--- src/rtl/tea_decrypt_iter.sv ---
// Iterative TEA block decryptor: one 64-bit block in flight, UNROLL full rounds per clock, valid/ready on both sides.
// Optional TEA_ENC_MODE_EN adds an enc_mode input that selects encryption per block.
module tea_decrypt_iter #(
  parameter int          ROUNDS = 32,
  parameter int          UNROLL = 1,
  parameter logic [31:0] DELTA  = 32'h9E3779B9
) (
  input  logic         clk,
  input  logic         rst,
  input  logic         in_valid,
  output logic         in_ready,
  input  logic [63:0]  in_block,
  input  logic [127:0] key,
  output logic         out_valid,
  input  logic         out_ready,
  output logic [63:0]  out_block,
`ifdef TEA_ENC_MODE_EN
  input  logic         enc_mode,
`endif
  output logic         busy
);

  localparam int          ITERS    = ROUNDS / UNROLL;
  localparam int          CW       = (ITERS > 1) ? $clog2(ITERS) : 1;
  localparam logic [CW-1:0] LAST   = CW'(ITERS - 1);
  localparam logic [31:0] SUM_INIT = 32'(DELTA * 32'(ROUNDS));

  typedef enum logic [1:0] {IDLE, RUN, DONE} state_t;

  state_t        state, state_n;
  logic [31:0]   v0, v1, sum;
  logic [31:0]   v0_n, v1_n, sum_n;
  logic [127:0]  key_q;
  logic [CW-1:0] cnt;
  logic          enc_q;

  function automatic logic [31:0] f(input logic [31:0] v, input logic [31:0] ka,
                                    input logic [31:0] kb, input logic [31:0] s);
    return ((v << 4) + ka) ^ (v + s) ^ ((v >> 5) + kb);
  endfunction

  always_ff @(posedge clk or posedge rst) begin
    if (rst) state <= IDLE;
    else     state <= state_n;
  end

  always_comb begin
    state_n   = state;
    in_ready  = 1'b0;
    out_valid = 1'b0;
    busy      = 1'b0;
    case (state)
      IDLE: begin
        in_ready = 1'b1;
        if (in_valid) state_n = RUN;
      end
      RUN: begin
        busy = 1'b1;
        if (cnt == LAST) state_n = DONE;
      end
      DONE: begin
        busy      = 1'b1;
        out_valid = 1'b1;
        if (out_ready) state_n = IDLE;
      end
      default: state_n = IDLE;
    endcase
  end

  // UNROLL rounds chained combinationally; each round sees the previous round's halves and sum.
  always_comb begin
    v0_n  = v0;
    v1_n  = v1;
    sum_n = sum;
    for (int r = 0; r < UNROLL; r++) begin
      if (enc_q) begin
        sum_n = sum_n + DELTA;
        v0_n  = v0_n + f(v1_n, key_q[31:0], key_q[63:32], sum_n);
        v1_n  = v1_n + f(v0_n, key_q[95:64], key_q[127:96], sum_n);
      end else begin
        v1_n  = v1_n - f(v0_n, key_q[95:64], key_q[127:96], sum_n);
        v0_n  = v0_n - f(v1_n, key_q[31:0], key_q[63:32], sum_n);
        sum_n = sum_n - DELTA;
      end
    end
  end

`ifdef TEA_ENC_MODE_EN
  always_ff @(posedge clk or posedge rst) begin
    if (rst)                           enc_q <= 1'b0;
    else if (state == IDLE && in_valid) enc_q <= enc_mode;
  end
`else
  assign enc_q = 1'b0;
`endif

  always_ff @(posedge clk or posedge rst) begin
    if (rst) begin
      v0    <= '0;
      v1    <= '0;
      sum   <= '0;
      key_q <= '0;
      cnt   <= '0;
    end else begin
      case (state)
        IDLE: begin
          if (in_valid) begin
            v0    <= in_block[31:0];
            v1    <= in_block[63:32];
            key_q <= key;
            cnt   <= '0;
`ifdef TEA_ENC_MODE_EN
            sum   <= enc_mode ? 32'h0 : SUM_INIT;
`else
            sum   <= SUM_INIT;
`endif
          end
        end
        RUN: begin
          v0  <= v0_n;
          v1  <= v1_n;
          sum <= sum_n;
          cnt <= cnt + 1'b1;
        end
        default: ;
      endcase
    end
  end

  assign out_block = {v1, v0};

endmodule
--- config.mk ---
export PLATFORM = sky130hd
export DESIGN_NAME = tea_decrypt_iter
export DESIGN_NICKNAME = d
export VERILOG_FILES = /design/src/rtl/tea_decrypt_iter.sv
export SDC_FILE = /design/constraint.sdc
export NUM_CORES = 1
export LEC_CHECK = 0
export CAP_MARGIN = 5
export CORE_UTILIZATION = 44
export DETAILED_ROUTE_END_ITERATION = 6
export PLACE_DENSITY = 0.66
export SYNTH_ARGS = -nofsm -noshare
export SYNTH_HDL_FRONTEND = slang
export SYNTH_SLANG_ARGS = --single-unit
export TNS_END_PERCENT = 10
--- constraint.sdc ---
create_clock -name clk -period 8.8 [get_ports clk]
set_clock_uncertainty 0.05 [all_clocks]
set_input_delay 1.76 -clock clk [delete_from_list [all_inputs] [get_ports clk]]
set_output_delay 1.76 -clock clk [all_outputs]
set_load 0.02 [all_outputs]
==> results.toml, run 1 <==
[worst_hold_path]
hp-start = "cnt[4]$_DFFE_PP0P_"
hold_end = "cnt[4]$_DFFE_PP0P_"
hold_depth = 2
min_path_type = "flop to flop"

[setup_path]
crit_type = "flop to flop"
ff2ff_path_depth = 42
worstReg2RegEnd = "v0[31]$_DFFE_PP0P_"
cpPeakStageDelay_ns = 0.44
worstPathMaxFanout = 5
crit_arrival_ns = 8.93
startpoint_type = "flop"
worstReg2RegStart = "v0[1]$_DFFE_PP0P_"
crit_slowest_cell = "dfrtp_2"
reg2reg_slack_ns = 0.31
cp-end-kind = "flop"
worstPathRequired_ns = 9.24
worst_path_most_repeated_cell = "buf_4"

[drt]
wl_per_cell_um = 21.0
drtPass1Iterations = 6
vias = 20200
wirelength_um = 74700
vias_per_cell = 5.70
postRouteAntennaNets = 0
route.detailed.drc = 0
drt_iter0_markers = 1402

[synthesis]
syn_area_per_cell_um2 = 9.14
synth.ff_latch_count = 231
yosysSeqAreaShare_pct = 27.1
syn_area_mm2 = 0.0213
synthCells = 2334
synth_warnings = 0
synth_cell_types = 81
synthArstFlopShare_pct = 100
synthFlopType = "dfrtp_1"
syn-num-nets = 2783
synth_edf_count = 0

[grt]
use_met2_pct = 46.2
grt_pass1_vias = 20100
grt-busiest-layer = "met2"
antenna_found_initial = 0
gr-total-overflow = 0
grt_pass1_wl_um = 114000
grtUsageMet3_pct = 3.54
grt_use_total_pct = 29.7
grt.met1_usage_pct = 43.2
grt_max_degree = 102

[layout]
final_nets = 3364
regArea_mm2 = 0.00578
finalNonFillerCells = 3552
fillCellCount = 4141
multiInputGateArea_mm2 = 0.0160
drive_above_1_share_pct = 22.9
diodes = 0
finalInstanceArea_mm2 = 0.0289
syn2layout_area_growth_pct = 35.5

[clocking]
htree_levels = 1
cts_root_buf = "clkbuf_16"
clock_latency_ns = 0.60
cts_tree = "built"
cts_max_path_buffers = 3
clkTransAtPathRegs_ns = 0.06
hold_buffers = 0
numCtsBuffers = 29
cts_sinks = 231

[floorplan]
ios = 263
start_util_pct = 44.7
die_area_mm2 = 0.0494
core_area_mm2 = 0.0477
die_w_um = 222
die_y_um = 222
num_rows = 80

[timing]
min_period_ns = 8.49
rsz0062_at_grt = "true"
fin_crit_sh_pct = 96.4
slew_headroom_pct = 26.9
tightest_slew_ns = 1.10
finalSetupViolations = 0
clock.fmax_mhz = 118
hold_viol = 0
final_max_slew_viol_count = 0

[status]
status = "completed"

[placed_design]
placed_area_mm2 = 0.0269
portBuffers = 262
finalWeightedCongestion = 0.950
dp_hpwl_um = 59600
dp_cells = 3474

[flow_run]
drv_cap = 0
[cells in the final DEF, fill, tap and decap left out, types with 55 or more instances in the layout]
cell type,count
a21oi_1,194
clkdlybuf4s50_1,262
a21o_1,111
buf_4,338
xnor2_1,277
nand2_1,176
o21ai_0,124
xor2_1,64
inv_1,55
dfrtp_1,228
mux2_2,130
nor2_1,130
ha_1,224
[cell usage after synthesis, drive strengths merged (4+ instances only)]
| master | number | area, um2 |
|---|---|---|
| o31ai | 6 | 45.0 |
| o21ai | 162 | 815 |
| dfrtp | 231 | 5780 |
| a21oi | 226 | 1140 |
| and2 | 10 | 62.6 |
| a21o | 112 | 842 |
| mux2i | 41 | 410 |
| xor2 | 68 | 596 |
| o211ai | 11 | 82.6 |
| clkbuf | 42 | 158 |
| xnor3 | 5 | 114 |
| o21bai | 17 | 128 |
| o31a | 7 | 61.3 |
| nor3 | 22 | 110 |
| and4 | 5 | 43.8 |
| a221oi | 7 | 67.6 |
| a31oi | 21 | 138 |
| nor4 | 4 | 25.0 |
| a31o | 10 | 96.4 |
| nor2b | 29 | 181 |
| a2111oi | 5 | 50.0 |
| or2 | 7 | 43.8 |
| or3 | 23 | 144 |
| fa | 8 | 160 |
| mux2 | 130 | 1460 |
| nand2b | 24 | 150 |
| a221o | 4 | 40.0 |
| inv | 58 | 218 |
| a311oi | 5 | 43.8 |
| xnor2 | 302 | 2660 |
| nor2 | 134 | 505 |
| a211oi | 12 | 95.1 |
| o21a | 30 | 225 |
| nand4 | 21 | 131 |
| nand2 | 180 | 678 |
| and3 | 20 | 125 |
| buf | 9 | 35.0 |
| nand3 | 33 | 165 |
| ha | 245 | 3070 |
| a21boi | 7 | 52.6 |
[flip-flops by register name, summed over array words and instances (netlist names)]
signal and count:
sum 32, state 2, v0 32, v1 32, cnt 5, key_q 128
[timing repair]
item,4_1_cts,5_1_grt
setup endpoints to repair,1,10
gates resized for setup,34,126
pin swaps,12,70
setup buffers,5,20
endpoints found under the hold margin,0,0
[through the flow]
step | hold slack (ns) | setup WS (ns) | setup TNS, ns | utilization [%]
2_1_floorplan | 0.395 | 0.504 | 0 | -
3_3_place_gp | 0.407 | -0.182 | -0.182 | 56.4
3_5_place_dp | 0.418 | -0.280 | -0.280 | 56.4
4_1_cts | 0.431 | 0.00529 | 0 | 59.0
5_1_grt | 0.465 | -0.124 | -0.271 | 60.6
6_report | 0.424 | 0.313 | 0 | 60.6
[worst max-delay path, delay by kind of cell (launching register included)]
kind                       cells  cell delay, ns
AOI/OAI and AO/OA             19            3.48
xor gates and xnor gates       8            1.46
adders and majority gates      4            1.20
buffers and inverters          6            0.86
DFF                            1            0.44
and+or+nand+nor                5            0.87
[worst max path at each step]
stage                 startpoint                 end  slack, ns
2_1_floorplan  v0[0]$_DFFE_PP0P_  v0[31]$_DFFE_PP0P_       0.50
3_3_place_gp   v0[2]$_DFFE_PP0P_  v0[31]$_DFFE_PP0P_      -0.18
3_5_place_dp   v0[2]$_DFFE_PP0P_  v0[31]$_DFFE_PP0P_      -0.28
4_1_cts        v0[2]$_DFFE_PP0P_  v0[31]$_DFFE_PP0P_      0.005
5_1_grt        v0[5]$_DFFE_PP0P_  v0[29]$_DFFE_PP0P_      -0.12
6_report       v0[1]$_DFFE_PP0P_  v0[31]$_DFFE_PP0P_       0.31
[logic make-up after synthesis]
kind of cell | Yosys count | share of synthesized area, %
AO/OA/AOI/OAI | 675 | 19.8
XOR/XNOR | 376 | 15.9
adder cells (fa/ha/maj) | 253 | 15.1
buffers and inverters | 109 | 1.92
flip-flops | 231 | 27.1
multiplexers | 171 | 8.78
AND/OR/NAND/NOR | 519 | 11.4
[layout make-up]
| type | count | area share, % |
|---|---|---|
| clock inverters | 10 | 0.484 |
| well taps | 615 | 2.66 |
| clock buffers | 43 | 3.00 |
| flip-flops and latches | 231 | 20.0 |
| inverters | 58 | 0.779 |
| repair buffers | 601 | 17.9 |
| multi-input cells | 1994 | 55.2 |
[metal layers]
| metal | vias to the layer above | share of wire (%) |
|---|---|---|
| met5 | - | 0 |
| met3 | 123 | 6.7 |
| met2 | 689 | 44 |
| li1 | 9626 | - |
| met4 | 0 | 2.7 |
| met1 | 9803 | 47 |
Power of run 1 is left out: the tool's default activity adds up to more than one toggle a clock period on the data nets, which glitch-free logic cannot reach.
==> run 2: changes to the inputs <==
--- a/config.mk
+++ b/config.mk
@@ -6,8 +6,10 @@
 export NUM_CORES = 1
 export LEC_CHECK = 0
 export CAP_MARGIN = 5
+export CORE_ASPECT_RATIO = 1.1
 export CORE_UTILIZATION = 44
 export DETAILED_ROUTE_END_ITERATION = 6
+export GPL_TIMING_DRIVEN = 1
 export PLACE_DENSITY = 0.66
 export SYNTH_ARGS = -nofsm -noshare
 export SYNTH_HDL_FRONTEND = slang
==> constraint.sdc (replaced) <==
create_clock -name clk -period 8.8 [get_ports clk]
set_clock_uncertainty 0.05 [all_clocks]
set_input_delay 1.76 -clock clk [delete_from_list [all_inputs] [get_ports clk]]
set_output_delay 1.76 -clock clk [all_outputs]
set_load 0.005 [all_outputs]
==> run 2 against run 1 <==
  * Setup slack got worse by 0.042 ns
  * Hold slack improved by 0.0087 ns
  * Critical endpoint unchanged
  * Cell count rose by 0.14%
  * Register-to-register slack worse by 0.04 ns
  * Count of clock-buffer cells in the layout down 3
  * Highest routed layer unchanged
  * Routed wire length fell by 1.2%
  * Sequential share of layout area up 0.22 points
==> results.toml, run 2 (synthesized netlist as in run 1, its figures left out) <==
[floorplan]
ios = 263
die_area_mm2 = 0.0494
die_y_um = 233
start_util_pct = 44.6
core_area_mm2 = 0.0478
die_w_um = 212
num_rows = 84

[placed_design]
finalWeightedCongestion = 0.954
dp_hpwl_um = 59200
placed_area_mm2 = 0.0268
portBuffers = 262

[layout]
drive_above_1_share_pct = 21.5
final_util_pct = 59.8
most-common-layout-cells = "buf_4 (316), xnor2_1 (281), clkdlybuf4s50_1 (262), ha_1 (229), dfrtp_1 (229)"
finalInstanceArea_mm2 = 0.0286
largest_reg_flops = 128
final_common_cell = "buf_4"
largest_register = "key_q"
final_nets = 3341
diodes = 0
syn2layout_area_growth_pct = 34.0

[drt]
route.detailed.drc = 0
wirelength_um = 73800
vias = 20000
wl_per_cell_um = 20.8
drt_iter0_markers = 1577
postRouteAntennaNets = 0
drtPass1Iterations = 5
vias_per_cell = 5.62

[timing]
tightest_slew_ns = 1.08
slew_headroom_pct = 28.3
finalSetupViolations = 0
min_period_ns = 8.53
final_max_slew_viol_count = 0
hold_viol = 0
rsz0062_at_grt = "true"
clock.fmax_mhz = 117
fin_crit_sh_pct = 96.9

[setup_path]
ff2ff_path_depth = 36
crit_slowest_cell = "o311ai_1"
startpoint_type = "flop"
worstPathMaxFanout = 3
cp-endpoint = "v0[31]$_DFFE_PP0P_"
cp-end-kind = "flop"
reg2reg_slack_ns = 0.27
crit_type = "flop to flop"
worstReg2RegEnd = "v0[31]$_DFFE_PP0P_"
crit_arrival_ns = 8.96
worstReg2RegStart = "v0[0]$_DFFE_PP0P_"
worst_path_most_repeated_cell = "xnor2_1"
worstPathRequired_ns = 9.23
cpPeakStageDelay_ns = 0.46
crit_start = "v0[0]$_DFFE_PP0P_"

[clocking]
cts_tree = "built"
cts_max_path_buffers = 3
cts_root_buf = "clkbuf_16"
cts_sinks = 231
htree_levels = 1
hold_buffers = 0
numCtsBuffers = 28
clock_latency_ns = 0.58
clkTransAtPathRegs_ns = 0.06

[grt]
grt_use_total_pct = 29.5
grt_pass1_vias = 19900
grt_pass1_wl_um = 112000
gr-total-overflow = 0
grt_max_degree = 109
antenna_found_initial = 0

[flow_run]
drv_cap = 0

[worst_hold_path]
min_path_type = "flop to flop"

[status]
status = "completed"
## run 2: changes by cell type in the layout (fill, tap and decap cells not counted), sizes merged
cell	delta
bufinv	-1
clkbuf	-3
clkinv	+2
buf	-22
clkinvlp	-1
## run 2: per-layer routing
| layer | part of all wire (%) | GRT usage (%) | wire (um) | vias to the layer above |
|---|---|---|---|---|
| met4 | 2.8 | 8.76 | 2080 | 0 |
| met1 | 46 | 41.5 | 33900 | 9691 |
| met3 | 5.6 | 2.81 | 4140 | 112 |
| met5 | 0 | 0 | 0 | - |
| met2 | 46 | 47.6 | 33600 | 628 |
| li1 | - | - | - | 9550 |
## run 2: what timing repair did
action                                 in CTS  in global routing
resized for setup                          50                 86
endpoints found under the hold margin       0                  0
setup buffers                               3                 17
setup endpoints to repair                   1                  9
pin swaps                                  12                 69
## run 2: worst min-delay path by stage
stage | slack [ns] | endpoint | cells past startpoint | from
final | 0.43 | cnt[4]$_DFFE_PP0P_ | 2 | cnt[4]$_DFFE_PP0P_
after global routing | 0.47 | cnt[4]$_DFFE_PP0P_ | 2 | cnt[4]$_DFFE_PP0P_
after CTS | 0.43 | cnt[4]$_DFFE_PP0P_ | 2 | cnt[4]$_DFFE_PP0P_
after detailed placement | 0.42 | cnt[4]$_DFFE_PP0P_ | 2 | cnt[4]$_DFFE_PP0P_
after global placement | 0.41 | cnt[4]$_DFFE_PP0P_ | 2 | cnt[4]$_DFFE_PP0P_
after floorplan | 0.40 | cnt[4]$_DFFE_PP0P_ | 2 | cnt[4]$_DFFE_PP0P_
## run 2: area by class of cell
cell class	instances	area (um2)
Timing Repair Buffer	579	5010
Inverter	58	225
Tap cell	645	807
Clock inverter	10	109
Clock buffer	40	827
Sequential cell	231	5780
Multi-Input combinational cell	1994	15800
Fill cell	4186	19200
## run 2: metrics by stage
stage | hold WS (ns) | instances | TNS [ns] | setup slack [ns]
CTS | 0.431 | 3540 | 0 | 0.00333
global route | 0.470 | 3557 | -0.661 | -0.206
floorplan | 0.395 | 2334 | 0 | 0.591
finish | 0.433 | 3557 | 0 | 0.272
detailed placement | 0.421 | 3487 | -0.363 | -0.363
global placement | 0.406 | 3487 | -0.255 | -0.255
## run 2: worst max-delay path, delay by kind of cell, from the launching register on
family / cells / cell delay (ns)
AOI/OAI and AO/OA: 15 / 3.64
xor gates and xnor gates: 9 / 1.82
adders and majority gates: 5 / 1.50
and+or+nand+nor: 4 / 0.52
buffers and inverters: 3 / 0.47
DFF: 1 / 0.41
Power of run 2 is left out for the same reason.
==> run 3: changes to the inputs <==
--- a/config.mk
+++ b/config.mk
@@ -10,7 +10,7 @@
 export CORE_UTILIZATION = 44
 export DETAILED_ROUTE_END_ITERATION = 6
 export GPL_TIMING_DRIVEN = 1
-export PLACE_DENSITY = 0.66
+export PLACE_DENSITY = 0.68
 export SYNTH_ARGS = -nofsm -noshare
 export SYNTH_HDL_FRONTEND = slang
 export SYNTH_SLANG_ARGS = --single-unit
==> constraint.sdc (replaced) <==
create_clock -name clk -period 7.7 [get_ports clk]
set_clock_uncertainty 0.05 [all_clocks]
set_input_delay 1.54 -clock clk [delete_from_list [all_inputs] [get_ports clk]]
set_output_delay 1.54 -clock clk [all_outputs]
set_load 0.005 [all_outputs]
==> run 3 against run 2 <==
  * Non-clock buffer count grew 301
  * The flow now finishes with violations (negative setup slack)
  * Sequential share of layout area shrank 1.8 points
  * Core utilization grew 5.7 points
  * Setup slack lost 0.92 ns
  * Critical path type unchanged
  * Global-route usage grew 0.77 points
  * Via count grew 5.7%
  * Hold slack is essentially flat
==> results.toml, run 3 (synthesized netlist as in run 1, its figures left out) <==
[timing]
finalSetupViolations = 10
fin_crit_sh_pct = 108
finalSetupTns_ns = -3.15
clock.fmax_mhz = 120
whs_ns = 0.432
min_period_ns = 8.35
tightest_slew_ns = 1.01
slew_headroom_pct = 32.9
final_max_slew_viol_count = 0
hold_viol = 0
worst_slack_ns = -0.652
rsz0062_at_grt = "true"

[setup_path]
cpPeakStageDelay_ns = 0.53
crit_arrival_ns = 8.81
worstPathRequired_ns = 8.15
crit_type = "flop to flop"
cp-end-kind = "flop"
crit_slowest_cell = "or4_4"
worst_path_most_repeated_cell = "xnor2_2"
startpoint_type = "flop"
worstPathMaxFanout = 4

[drt]
wl_per_cell_um = 19.8
vias = 21100
drt_iter0_markers = 1397
route.detailed.drc = 0
wirelength_um = 76100
drtPass1Iterations = 5
vias_per_cell = 5.48
postRouteAntennaNets = 0

[layout]
final_util_pct = 65.5
fillCellCount = 3852
largest_reg_flops = 128
drive_above_1_share_pct = 31.1
diodes = 0
regArea_mm2 = 0.00578
syn2layout_area_growth_pct = 46.9
final_nets = 3642
most-common-layout-cells = "buf_4 (614), clkdlybuf4s50_1 (262), xnor2_1 (250), dfrtp_1 (229), ha_1 (224)"
multiInputGateArea_mm2 = 0.0163
final_common_cell = "buf_4"
largest_register = "key_q"

[floorplan]
ios = 263
die_y_um = 233
die_area_mm2 = 0.0494
start_util_pct = 44.6
num_rows = 84
core_area_mm2 = 0.0478
die_w_um = 212

[grt]
grt_use_total_pct = 30.3
antenna_found_initial = 0
grt_pass1_wl_um = 116000
grt_max_degree = 89
grt_pass1_vias = 21100
gr-total-overflow = 0

[clocking]
cts_sinks = 231
hold_buffers = 0
htree_levels = 1
cts_max_path_buffers = 3
clock_latency_ns = 0.60
cts_root_buf = "clkbuf_16"
cts_tree = "built"
clkTransAtPathRegs_ns = 0.06
numCtsBuffers = 28

[status]
violations = "negative setup slack"
status = "finished, violations left"

[placed_design]
portBuffers = 262
finalWeightedCongestion = 0.967
dp_hpwl_um = 60800
dp_slack_ns = -1.11

[worst_hold_path]
min_path_type = "flop to flop"

[flow_run]
drv_cap = 0
==> run 3: area by class of cell <==
cell class / instances / area share [%]
Multi-Input combinational cell: 1994 / 52.0
Timing Repair Buffer: 880 / 23.2
Sequential cell: 231 / 18.5
Clock buffer: 39 / 2.63
Tap cell: 645 / 2.58
Inverter: 58 / 0.707
Clock inverter: 7 / 0.371
==> run 3: worst paths after layout <==
kind                               startpoint                     to  slack (ns)  cells after the start
max                         v0[0]$_DFFE_PP0P_     v0[31]$_DFFE_PP0P_       -0.65                     42
min                        cnt[4]$_DFFE_PP0P_     cnt[4]$_DFFE_PP0P_        0.43                      2
max in group asynchronous                 rst  key_q[90]$_DFFE_PP0P_        4.65                      4
min in group asynchronous                 rst   key_q[7]$_DFFE_PP0P_        1.17                      2
min reg2reg                cnt[4]$_DFFE_PP0P_     cnt[4]$_DFFE_PP0P_        0.43                      2
max reg2reg                 v0[0]$_DFFE_PP0P_     v0[31]$_DFFE_PP0P_       -0.65                     42
==> run 3: worst max-delay path: cells and delay by family (launching register included) <==
kind	cells	cell delay, ns
DFF	1	0.42
adders and majority gates	5	1.36
AOI/OAI and AO/OA	15	2.74
and+or+nand+nor	9	1.71
buffers and inverters	4	0.46
xor gates and xnor gates	9	1.52
==> run 3: repair_timing <==
action,CTS,global route
gates resized for setup,111,101
endpoints found under the setup margin,17,21
pin swaps,83,89
setup buffers,26,18
==> run 3: routing by layer <==
layer	routed length, um	up-vias	GRT usage, %
li1	-	10200	-
met1	34600	10200	41.5
met2	35300	611	50.2
met3	4070	120	2.94
met4	2200	0	8.81
met5	0	-	0
==> run 3: per-stage QoR <==
step                      cells  instance area, um2
after floorplan            2334               21400
after global placement     3764               29000
after detailed placement   3764               29000
after CTS                  3836               30700
after global routing       3854               31300
final                      3854               31300
Power of run 3 is left out for the same reason.
